File: src/rtl/vx_commit_arb_if.sv
// Commit-arbiter bundle: per-channel commit inputs, the writeback stream and the CSR commit count.
// master = arbiter side, slave = execute units / writeback consumer side.
interface vx_commit_arb_if #(
  parameter int NUM_CH      = 6,
  parameter int NUM_THREADS = 4,
  parameter int DATA_W      = 32,
  parameter int WID_W       = 2,
  parameter int RD_W        = 5
);
  localparam int CNT_W = $clog2(NUM_CH * NUM_THREADS + 1);

  logic [NUM_CH-1:0]                    ch_valid;
  logic [NUM_CH-1:0]                    ch_ready;
  logic [NUM_CH-1:0]                    ch_wb;
  logic [NUM_CH*WID_W-1:0]              ch_wid;
  logic [NUM_CH*NUM_THREADS-1:0]        ch_tmask;
  logic [NUM_CH*RD_W-1:0]               ch_rd;
  logic [NUM_CH*NUM_THREADS*DATA_W-1:0] ch_data;

  logic                                 wb_valid;
  logic                                 wb_ready;
  logic [WID_W-1:0]                     wb_wid;
  logic [NUM_THREADS-1:0]               wb_tmask;
  logic [RD_W-1:0]                      wb_rd;
  logic [NUM_THREADS*DATA_W-1:0]        wb_data;

  logic                                 cmt_valid;
  logic [CNT_W-1:0]                     cmt_size;

  modport master (
    input  ch_valid, ch_wb, ch_wid, ch_tmask, ch_rd, ch_data, wb_ready,
    output ch_ready, wb_valid, wb_wid, wb_tmask, wb_rd, wb_data, cmt_valid, cmt_size
  );

  modport slave (
    output ch_valid, ch_wb, ch_wid, ch_tmask, ch_rd, ch_data, wb_ready,
    input  ch_ready, wb_valid, wb_wid, wb_tmask, wb_rd, wb_data, cmt_valid, cmt_size
  );
endinterface

File: src/rtl/vx_commit_arb.sv
// Commit arbiter: round-robin grant of one writeback channel per cycle, registered commit count.
// Optional 64-bit perf counters when VX_COMMIT_PERF_EN is defined.
module vx_commit_arb #(
  parameter int NUM_CH      = 6,
  parameter int NUM_THREADS = 4,
  parameter int DATA_W      = 32,
  parameter int WID_W       = 2,
  parameter int RD_W        = 5
) (
  input  logic            clk,
  input  logic            reset,
  vx_commit_arb_if.master bus
`ifdef VX_COMMIT_PERF_EN
  ,
  output logic [63:0]     perf_commits,
  output logic [63:0]     perf_wb_stalls
`endif
);
  localparam int CNT_W = $clog2(NUM_CH * NUM_THREADS + 1);
  localparam int PTR_W = (NUM_CH > 1) ? $clog2(NUM_CH) : 1;

  logic [NUM_CH-1:0]             req, grant, fire;
  logic [PTR_W-1:0]              rr_ptr, grant_idx;
  logic                          grant_any, slot_free, grant_fire;
  logic [CNT_W-1:0]              fire_cnt;
  logic [WID_W-1:0]              sel_wid;
  logic [NUM_THREADS-1:0]        sel_tmask;
  logic [RD_W-1:0]               sel_rd;
  logic [NUM_THREADS*DATA_W-1:0] sel_data;

  assign req        = bus.ch_valid & bus.ch_wb;
  assign slot_free  = !bus.wb_valid || bus.wb_ready;
  // Gating with reset keeps writeback channels stalled while reset is held.
  assign grant_fire = grant_any && slot_free && reset;

  // Round-robin search: first requester at or after rr_ptr, wrapping at NUM_CH.
  always_comb begin
    // NOTE: every output of this block gets a default first, so no path can infer a latch.
    grant_any = 1'b0;
    grant_idx = '0;
    for (int k = 0; k < NUM_CH; k++) begin
      int idx;
      idx = int'(rr_ptr) + k;
      if (idx >= NUM_CH) idx = idx - NUM_CH;
      if (!grant_any && req[idx]) begin
        grant_any = 1'b1;
        grant_idx = PTR_W'(idx);
      end
    end
  end

  always_comb begin
    grant     = '0;
    fire_cnt  = '0;
    sel_wid   = '0;
    sel_tmask = '0;
    sel_rd    = '0;
    sel_data  = '0;
    for (int i = 0; i < NUM_CH; i++) begin
      grant[i]        = grant_any && (int'(grant_idx) == i);
      bus.ch_ready[i] = !bus.ch_wb[i] || (grant[i] && slot_free && reset);
      fire[i]         = bus.ch_valid[i] && bus.ch_ready[i];
      if (fire[i]) begin
        for (int t = 0; t < NUM_THREADS; t++)
          fire_cnt = fire_cnt + CNT_W'(bus.ch_tmask[i*NUM_THREADS+t]);
      end
      if (grant[i]) begin
        sel_wid   = bus.ch_wid[i*WID_W +: WID_W];
        sel_tmask = bus.ch_tmask[i*NUM_THREADS +: NUM_THREADS];
        sel_rd    = bus.ch_rd[i*RD_W +: RD_W];
        sel_data  = bus.ch_data[i*NUM_THREADS*DATA_W +: NUM_THREADS*DATA_W];
      end
    end
  end

  // NOTE: state registers use non-blocking assignments so every flop samples pre-edge values.
  always_ff @(posedge clk or negedge reset) begin
    if (!reset) begin
      rr_ptr        <= '0;
      bus.wb_valid  <= 1'b0;
      bus.wb_wid    <= '0;
      bus.wb_tmask  <= '0;
      bus.wb_rd     <= '0;
      bus.wb_data   <= '0;
      bus.cmt_valid <= 1'b0;
      bus.cmt_size  <= '0;
    end else begin
      if (grant_fire) begin
        rr_ptr       <= (int'(grant_idx) == NUM_CH - 1) ? '0 : grant_idx + PTR_W'(1);
        bus.wb_valid <= 1'b1;
        bus.wb_wid   <= sel_wid;
        bus.wb_tmask <= sel_tmask;
        bus.wb_rd    <= sel_rd;
        bus.wb_data  <= sel_data;
      end else if (bus.wb_ready) begin
        bus.wb_valid <= 1'b0;
      end
      bus.cmt_valid <= |fire;
      bus.cmt_size  <= fire_cnt;
    end
  end

`ifdef VX_COMMIT_PERF_EN
  always_ff @(posedge clk or negedge reset) begin
    if (!reset) begin
      perf_commits   <= '0;
      perf_wb_stalls <= '0;
    end else begin
      if (bus.cmt_valid)                 perf_commits   <= perf_commits + 64'(bus.cmt_size);
      if (bus.wb_valid && !bus.wb_ready) perf_wb_stalls <= perf_wb_stalls + 64'd1;
    end
  end
`endif
endmodule

File: src/flat_wrapper.sv
// flat-port wrapper written by rule: the top's interface ports become plain ports
module vx_commit_arb_flat 
#(
  parameter int NUM_CH      = 6,
  parameter int NUM_THREADS = 4,
  parameter int DATA_W      = 32,
  parameter int WID_W       = 2,
  parameter int RD_W        = 5
)
  (clk, reset, bus_ch_valid, bus_ch_wb, bus_ch_wid, bus_ch_tmask, bus_ch_rd, bus_ch_data, bus_wb_ready, bus_ch_ready, bus_wb_valid, bus_wb_wid, bus_wb_tmask, bus_wb_rd, bus_wb_data, bus_cmt_valid, bus_cmt_size);
  vx_commit_arb_if #(.NUM_CH(NUM_CH), .NUM_THREADS(NUM_THREADS), .DATA_W(DATA_W), .WID_W(WID_W), .RD_W(RD_W)) bus_i ();
  input  logic clk;
  input  logic reset;
  input wire logic [$bits(bus_i.ch_valid)-1:0] bus_ch_valid;
  input wire logic [$bits(bus_i.ch_wb)-1:0] bus_ch_wb;
  input wire logic [$bits(bus_i.ch_wid)-1:0] bus_ch_wid;
  input wire logic [$bits(bus_i.ch_tmask)-1:0] bus_ch_tmask;
  input wire logic [$bits(bus_i.ch_rd)-1:0] bus_ch_rd;
  input wire logic [$bits(bus_i.ch_data)-1:0] bus_ch_data;
  input wire logic [$bits(bus_i.wb_ready)-1:0] bus_wb_ready;
  output wire logic [$bits(bus_i.ch_ready)-1:0] bus_ch_ready;
  output wire logic [$bits(bus_i.wb_valid)-1:0] bus_wb_valid;
  output wire logic [$bits(bus_i.wb_wid)-1:0] bus_wb_wid;
  output wire logic [$bits(bus_i.wb_tmask)-1:0] bus_wb_tmask;
  output wire logic [$bits(bus_i.wb_rd)-1:0] bus_wb_rd;
  output wire logic [$bits(bus_i.wb_data)-1:0] bus_wb_data;
  output wire logic [$bits(bus_i.cmt_valid)-1:0] bus_cmt_valid;
  output wire logic [$bits(bus_i.cmt_size)-1:0] bus_cmt_size;
  assign bus_i.ch_valid = bus_ch_valid;
  assign bus_i.ch_wb = bus_ch_wb;
  assign bus_i.ch_wid = bus_ch_wid;
  assign bus_i.ch_tmask = bus_ch_tmask;
  assign bus_i.ch_rd = bus_ch_rd;
  assign bus_i.ch_data = bus_ch_data;
  assign bus_i.wb_ready = bus_wb_ready;
  assign bus_ch_ready = bus_i.ch_ready;
  assign bus_wb_valid = bus_i.wb_valid;
  assign bus_wb_wid = bus_i.wb_wid;
  assign bus_wb_tmask = bus_i.wb_tmask;
  assign bus_wb_rd = bus_i.wb_rd;
  assign bus_wb_data = bus_i.wb_data;
  assign bus_cmt_valid = bus_i.cmt_valid;
  assign bus_cmt_size = bus_i.cmt_size;
  vx_commit_arb #(.NUM_CH(NUM_CH), .NUM_THREADS(NUM_THREADS), .DATA_W(DATA_W), .WID_W(WID_W), .RD_W(RD_W)) u_core (.clk(clk), .reset(reset), .bus(bus_i));
endmodule
File: config.mk
export PLATFORM = sky130hd
export DESIGN_NAME = vx_commit_arb_flat
export DESIGN_NICKNAME = d
export VERILOG_FILES = /design/src/rtl/vx_commit_arb_if.sv /design/src/rtl/vx_commit_arb.sv /design/src/flat_wrapper.sv
export SDC_FILE = /design/constraint.sdc
export NUM_CORES = 1
export LEC_CHECK = 0
export BUFFER_PORTS_ARGS = -buffer_cell sky130_fd_sc_hd__buf_2
export CORE_AREA = 2 2 395 397
export CTS_CLUSTER_SIZE = 16
export DETAILED_ROUTE_END_ITERATION = 8
export DIE_AREA = 0 0 397 399
export PLACE_DENSITY_LB_ADDON = 0.2
export SLEW_MARGIN = 20
export SYNTH_ARGS = -nofsm -noshare
export SYNTH_HDL_FRONTEND = slang
export SYNTH_SLANG_ARGS = --single-unit
File: constraint.sdc
create_clock -name clk -period 15.57 [get_ports clk]
set_clock_uncertainty 0.15 [all_clocks]
set_input_delay 0.7785 -clock clk [delete_from_list [all_inputs] [get_ports clk]]
set_output_delay 0.7785 -clock clk [all_outputs]
set_load 0.02 [all_outputs]
# Word level (Yosys, flattened, before mapping)
# Cells that the tools add are included.
# totals
output_inout_bits	152
ff_bits	149
# op_classes
reduce_logical	53
order_cmp	12
n_bitwise	1
n_addsub	35
n_mux	69
n_eq_ne	5
# ops
operator	n
2-to-1 mux 128 bit	6
< comparator 32 x 5 -> 1 bit, second input constant	6
2-to-1 mux 32 bit	6
greater-or-equal comparator 32 x 4 -> 1 bit, second input constant	5
subtractor 32 x 4 -> 32 bit, second input constant	5
adder 5 x 1 -> 5 bit	22
2-to-1 mux 5 bit	12
logical AND 1 bit	31
2-to-1 mux 4 bit	6
2-to-1 mux 3 bit	7
2-to-1 mux 1 bit	20
binary-select mux 1 bit (select 3 bit)	6
== test 3 bit, second input constant	4
logical NOT 1 bit	12
2-to-1 mux 2 bit	6
adder 3 x 2 -> 4 bit, second input constant	2
adder 3 x 3 -> 4 bit, second input constant	2
logical OR 1 bit	7
bitwise AND 6 bit	1
OR reduction 6 bit	1
adder 3 x 1 -> 4 bit, second input constant	1
subtractor 3 x 3 -> 4 bit, second input constant	1
adder 3 x 1 -> 3 bit, second input constant	1
== test 3 x 2 -> 1 bit, second input constant	1
other kinds (4)	4

# Depth between registers and ports, before layout
# logic_depth
depth_word	53
depth_mapped	33
mapped_depth_nobuf	30

# Worst setup path after synthesis
# No wires, ideal clock.
# synth_path
kind	flip-flop to flip-flop
start	reg u_core.rr_ptr[1]
end	reg u_core.bus.cmt_size[4]
stages_incl_launch_ff	29
setup_ps	125
t_required_ps	15295
arrival_ps	7809
slack_ps	7486
path_buffers	1
cell_sequence	dfrtp_1 > inv_1 > ha_1 > clkbuf_1 > inv_1 > ha_1 > nor2_1 > o211ai_1 > a21oi_1 > a221o_1 > nor4b_4 > mux2_4 > a21o_1 > o31ai_1 > nand2_1 > nor2_1 > fa_1 > mux2i_1 > fa_1 > mux2i_1 > fa_1 > mux2_2 > fa_1 > ha_1 > mux2_2 > fa_1 > a41o_1 > mux2i_1 > xnor2_1
# synth_between
elab_chain_len	53
word_cells_on_any_way	125
classes_between	add/sub (31); order compare (6); eq/ne (5); mux (42); reduce/logical (41)
# synth_rtl
item	line	rtl
start, declared	vx_commit_arb.sv:23	logic [PTR_W-1:0] rr_ptr, grant_idx;
start signal, assigned	vx_commit_arb.sv:89	rr_ptr <= (int'(grant_idx) == NUM_CH - 1) ? '0 : grant_idx + PTR_W'(1);
parallel branches: the longest is 22 deep, another holds subtractor 32 x 4 -> 32 bit	n/a	
logical AND 1 bit *	vx_commit_arb.sv:60	grant[i] = grant_any && (int'(grant_idx) == i);
logical AND 1 bit * (2 in a row)	vx_commit_arb.sv:61	bus.ch_ready[i] = !bus.ch_wb[i] || (grant[i] && slot_free && reset);
logical OR 1 bit *	vx_commit_arb.sv:61	
via bus_ch_ready[0]	flat_wrapper.sv:21	output wire logic [$bits(bus_i.ch_ready)-1:0] bus_ch_ready;
logical AND 1 bit *	vx_commit_arb.sv:62	fire[i] = bus.ch_valid[i] && bus.ch_ready[i];
2-to-1 mux 5 bit *	vx_commit_arb.sv:63	if (fire[i]) begin
adder 5 x 1 -> 5 bit (4 in a row)	vx_commit_arb.sv:65	fire_cnt = fire_cnt + CNT_W'(bus.ch_tmask[i*NUM_THREADS+t]);
[... 5 more ...]	n/a	
2-to-1 mux 5 bit *	vx_commit_arb.sv:63	
adder 5 x 1 -> 5 bit (4 in a row)	vx_commit_arb.sv:65	
2-to-1 mux 5 bit *	vx_commit_arb.sv:63	
adder 5 x 1 -> 5 bit (4 in a row)	vx_commit_arb.sv:65	
2-to-1 mux 5 bit *	vx_commit_arb.sv:63	
adder 5 x 1 -> 5 bit (4 in a row)	vx_commit_arb.sv:65	
2-to-1 mux 5 bit *	vx_commit_arb.sv:63	
via u_core.fire_cnt[4]	vx_commit_arb.sv:25	logic [CNT_W-1:0] fire_cnt;
end signal, assigned	vx_commit_arb.sv:99	bus.cmt_size <= fire_cnt;
end, declared	vx_commit_arb_if.sv:32	output ch_ready, wb_valid, wb_wid, wb_tmask, wb_rd, wb_data, cmt_valid, cmt_size
# Mark *: on every way through the listed nets, which the timed path passes. The select of a mux whose other input is x is not followed.
# A chain may end at the register's enable or synchronous reset.

# Worst setup path in the final report
# layout_path
start	reg u_core.rr_ptr[0]
end	reg u_core.bus.cmt_size[4]
# layout_between
elab_chain_len	53
word_cells_on_any_way	125
classes_between	add/sub (31); order compare (6); eq/ne (5); mux (42); reduce/logical (41)
# layout_rtl
item	line
parallel branches: the longest is 52 deep, another holds subtractor 32 x 4 -> 32 bit	n/a
2-to-1 mux 5 bit *	vx_commit_arb.sv:63
via u_core.fire_cnt[4]	vx_commit_arb.sv:25
# Marks and branches as above.

==> flow_summary.ini <==
[status]
status = completed

[cells_and_area]
area_delta_synth_final_pct = 59.5
fin_nets = 3513
final_layout_size_suffix_gt1_frac = 0.421
layoutNonFillerInstCount = 4702

[worst_setup_path]
cp.arrival_ns = 8.88
critPathLaunchType = flip-flop
worst_ep_required_time_ns = 15.82
path_common_cell = fa_1
crit_type = reg -> reg
cpPeakStageDelay_ns = 0.61
endpoint_kind = flip-flop
crit_buf_inv = 3
path_max_fanout = 30
cp_slowest_cell = ha_1
cp_top_family = adder cells

[routing]
drtPass1Iterations = 9
routed_wirelength_mm = 110
drt_iter0_drc = 1564
routed-via-count = 17200
ant_nets = 0
route.detailed.drc = 0
wl_per_cell_um = 23.5
vias_per_cell = 3.65

[synth]
syn_area_um2 = 13300
yosys-top-cells-area = dfrtp_1 28%, mux2i_1 11%, o21ai_0 11%
syn_area_per_cell_um2 = 7.68
synth_nets = 2617
ys_seq_area_frac = 0.280
synth_common_cells = 312 x nand2_1, 289 x o21ai_0, 156 x a21oi_1, 156 x nor2_1, 149 x dfrtp_1
ys_warn_count = 0
postSynthCellCount = 1733
async_reset_ff_frac = 1.00
yosysUniqueCellTypes = 79
synth.most_common_cell = nand2_1
yosys.area.top_type_share = 0.280
yosysTopAreaCell = dfrtp_1
synth_seq_cells = 149
synth_edf_count = 0
synth_top_flop_cell = dfrtp_1

[global_route]
gr-total-overflow = 0
antenna_found_initial = 61
grt_usage = 0.134
grt_pass1_vias = 17300
grt_first_pass_wirelength_mm = 144
grt_max_degree = 106

[clock_network]
clockBufferDepth = 2
cts_buffers = 17
clock_latency_ns = 0.52
path_clk_slew_ns = 0.09
post_cts_buffers = 0
root_buffer = clkbuf_16
post_cts_resize_count = 0
htree_levels = 4
cts_tree = built
clkSinkCount = 149

[timing]
rsz0062_at_grt = no
relSlewSlack = 0.329
finalHoldViolCount = 0
max_freq_ghz = 0.116
worst_pin_slew_ns = 1.01
fin_setup_tns_ns = 0
min_period_ns = 8.62
setup_violations = 0
finalCritPeriodShare = 0.554
drv_slew = 0
worst_slack_ns = 6.95

[floorplanning]
placementRows = 144
ios = 1001
dieHeight_um = 399
core_um2 = 154000
die_x_um = 397
start_util = 0.0866
die-area_um2 = 158000

[placement]
gp_congestion = 0.850
dp_hpwl_mm = 93.1
port_buffers = 1000
place_ws_ns = 7.00
placedCellCount = 4650

[hold_path]
hold_path_class = reg -> reg

[job]
drv_cap = 0
cells in the final DEF (no fill, tap or decap), types with 3 or more instances in the layout:
cell type,count
a2111oi_0,3
a211o_1,4
a211oi_1,5
a21o_1,7
a21oi_1,156
a222oi_1,140
and2_1,6
and3_1,4
buf_2,1001
buf_4,30
clkbuf_16,17
clkinv_4,5
dfrtp_1,149
diode_2,16
fa_1,15
ha_1,20
inv_1,32
inv_6,3
inv_8,4
mux2_2,5
mux2i_1,147
nand2_1,309
nand2_4,3
nand2b_1,7
nand3_1,17
nand3b_1,4
nand4_1,3
nor2_1,155
nor2b_1,5
nor3_1,3
o21ai_0,288
o21ai_1,5
o31ai_1,3
xnor2_1,10
xor2_1,5
flip-flops by register name, summed over array words and instances, names as in the netlist:
signal / count
u_core.bus.wb_tmask: 4
u_core.bus.wb_rd: 5
u_core.bus.cmt_size: 5
u_core.bus.wb_valid: 1
u_core.bus.wb_data: 128
u_core.bus.cmt_valid: 1
u_core.bus.wb_wid: 2
u_core.rr_ptr: 3
timing repair:
item	4_1_cts	5_1_grt
hold endpoints to repair	15	0
hold buffers	1	0
endpoints found under the setup margin	0	0
worst register-to-register path: cells and delay by family (launching register included):
family          cells  cell delay (ns)
compound gates      6             1.31
mux                 6             1.57
xor+xnor            1             0.09
flops               1             0.33
fa+ha+maj           8             3.52
buf+inv             3             0.66
simple gates        4             0.86
metal layers:
metal,wire length (um),GRT usage,part of all wire,vias up
met3,6520,0.0299,0.059,115
met1,46500,0.164,0.42,8065
met5,93,0,0.00084,-
met2,55500,0.237,0.50,758
li1,-,-,-,8221
met4,1870,0.0267,0.017,14
cell families after synthesis:
family / count (synthesis) / synth area share
AOI/OAI and AO/OA: 648 / 0.318
and+or+nand+nor: 533 / 0.166
xor gates and xnor gates: 20 / 0.0169
adders and majority gates: 35 / 0.0414
DFF: 149 / 0.280
buffers and inverters: 192 / 0.0565
muxes: 156 / 0.120
worst paths after layout:
path	from	endpoint	slack, ns	cells after the start
setup / recovery	u_core.rr_ptr[0]$_DFFE_PN0P_	u_core.bus.cmt_size[4]$_DFF_PN0_	6.95	28
hold / removal	u_core.bus.wb_data[109]$_DFFE_PN0P_	u_core.bus.wb_data[109]$_DFFE_PN0P_	0.32	2
setup reg to reg	u_core.rr_ptr[0]$_DFFE_PN0P_	u_core.bus.cmt_size[4]$_DFF_PN0_	6.95	28
hold reg to reg	u_core.bus.wb_data[109]$_DFFE_PN0P_	u_core.bus.wb_data[109]$_DFFE_PN0P_	0.32	2
max in group asynchronous	reset	u_core.bus.cmt_size[4]$_DFF_PN0_	13.76	3
min in group asynchronous	reset	u_core.bus.wb_data[81]$_DFFE_PN0P_	0.53	2
final cells by class:
class / instances / area, um^2
multi-input combinational: 1392 / 8870
timing repair buffer: 1037 / 5320
sequential: 149 / 3730
clock inverter: 14 / 161
fill: 18000 / 132000
inverter: 32 / 120
tap: 2044 / 2560
antenna: 16 / 40.0
clock buffer: 18 / 439
stage by stage:
stage	utilization	hold WS [ns]	instance area [um^2]
final	0.138	0.323	21200
after global routing	0.138	0.351	21200
after CTS	0.138	0.331	21200
after detailed placement	0.134	0.315	20600
after global placement	0.134	0.310	20600
after floorplan	-	0.333	13300
Power is left out: the tool's default activity adds up to more than one toggle a clock period on the data nets, which glitch-free logic cannot reach.
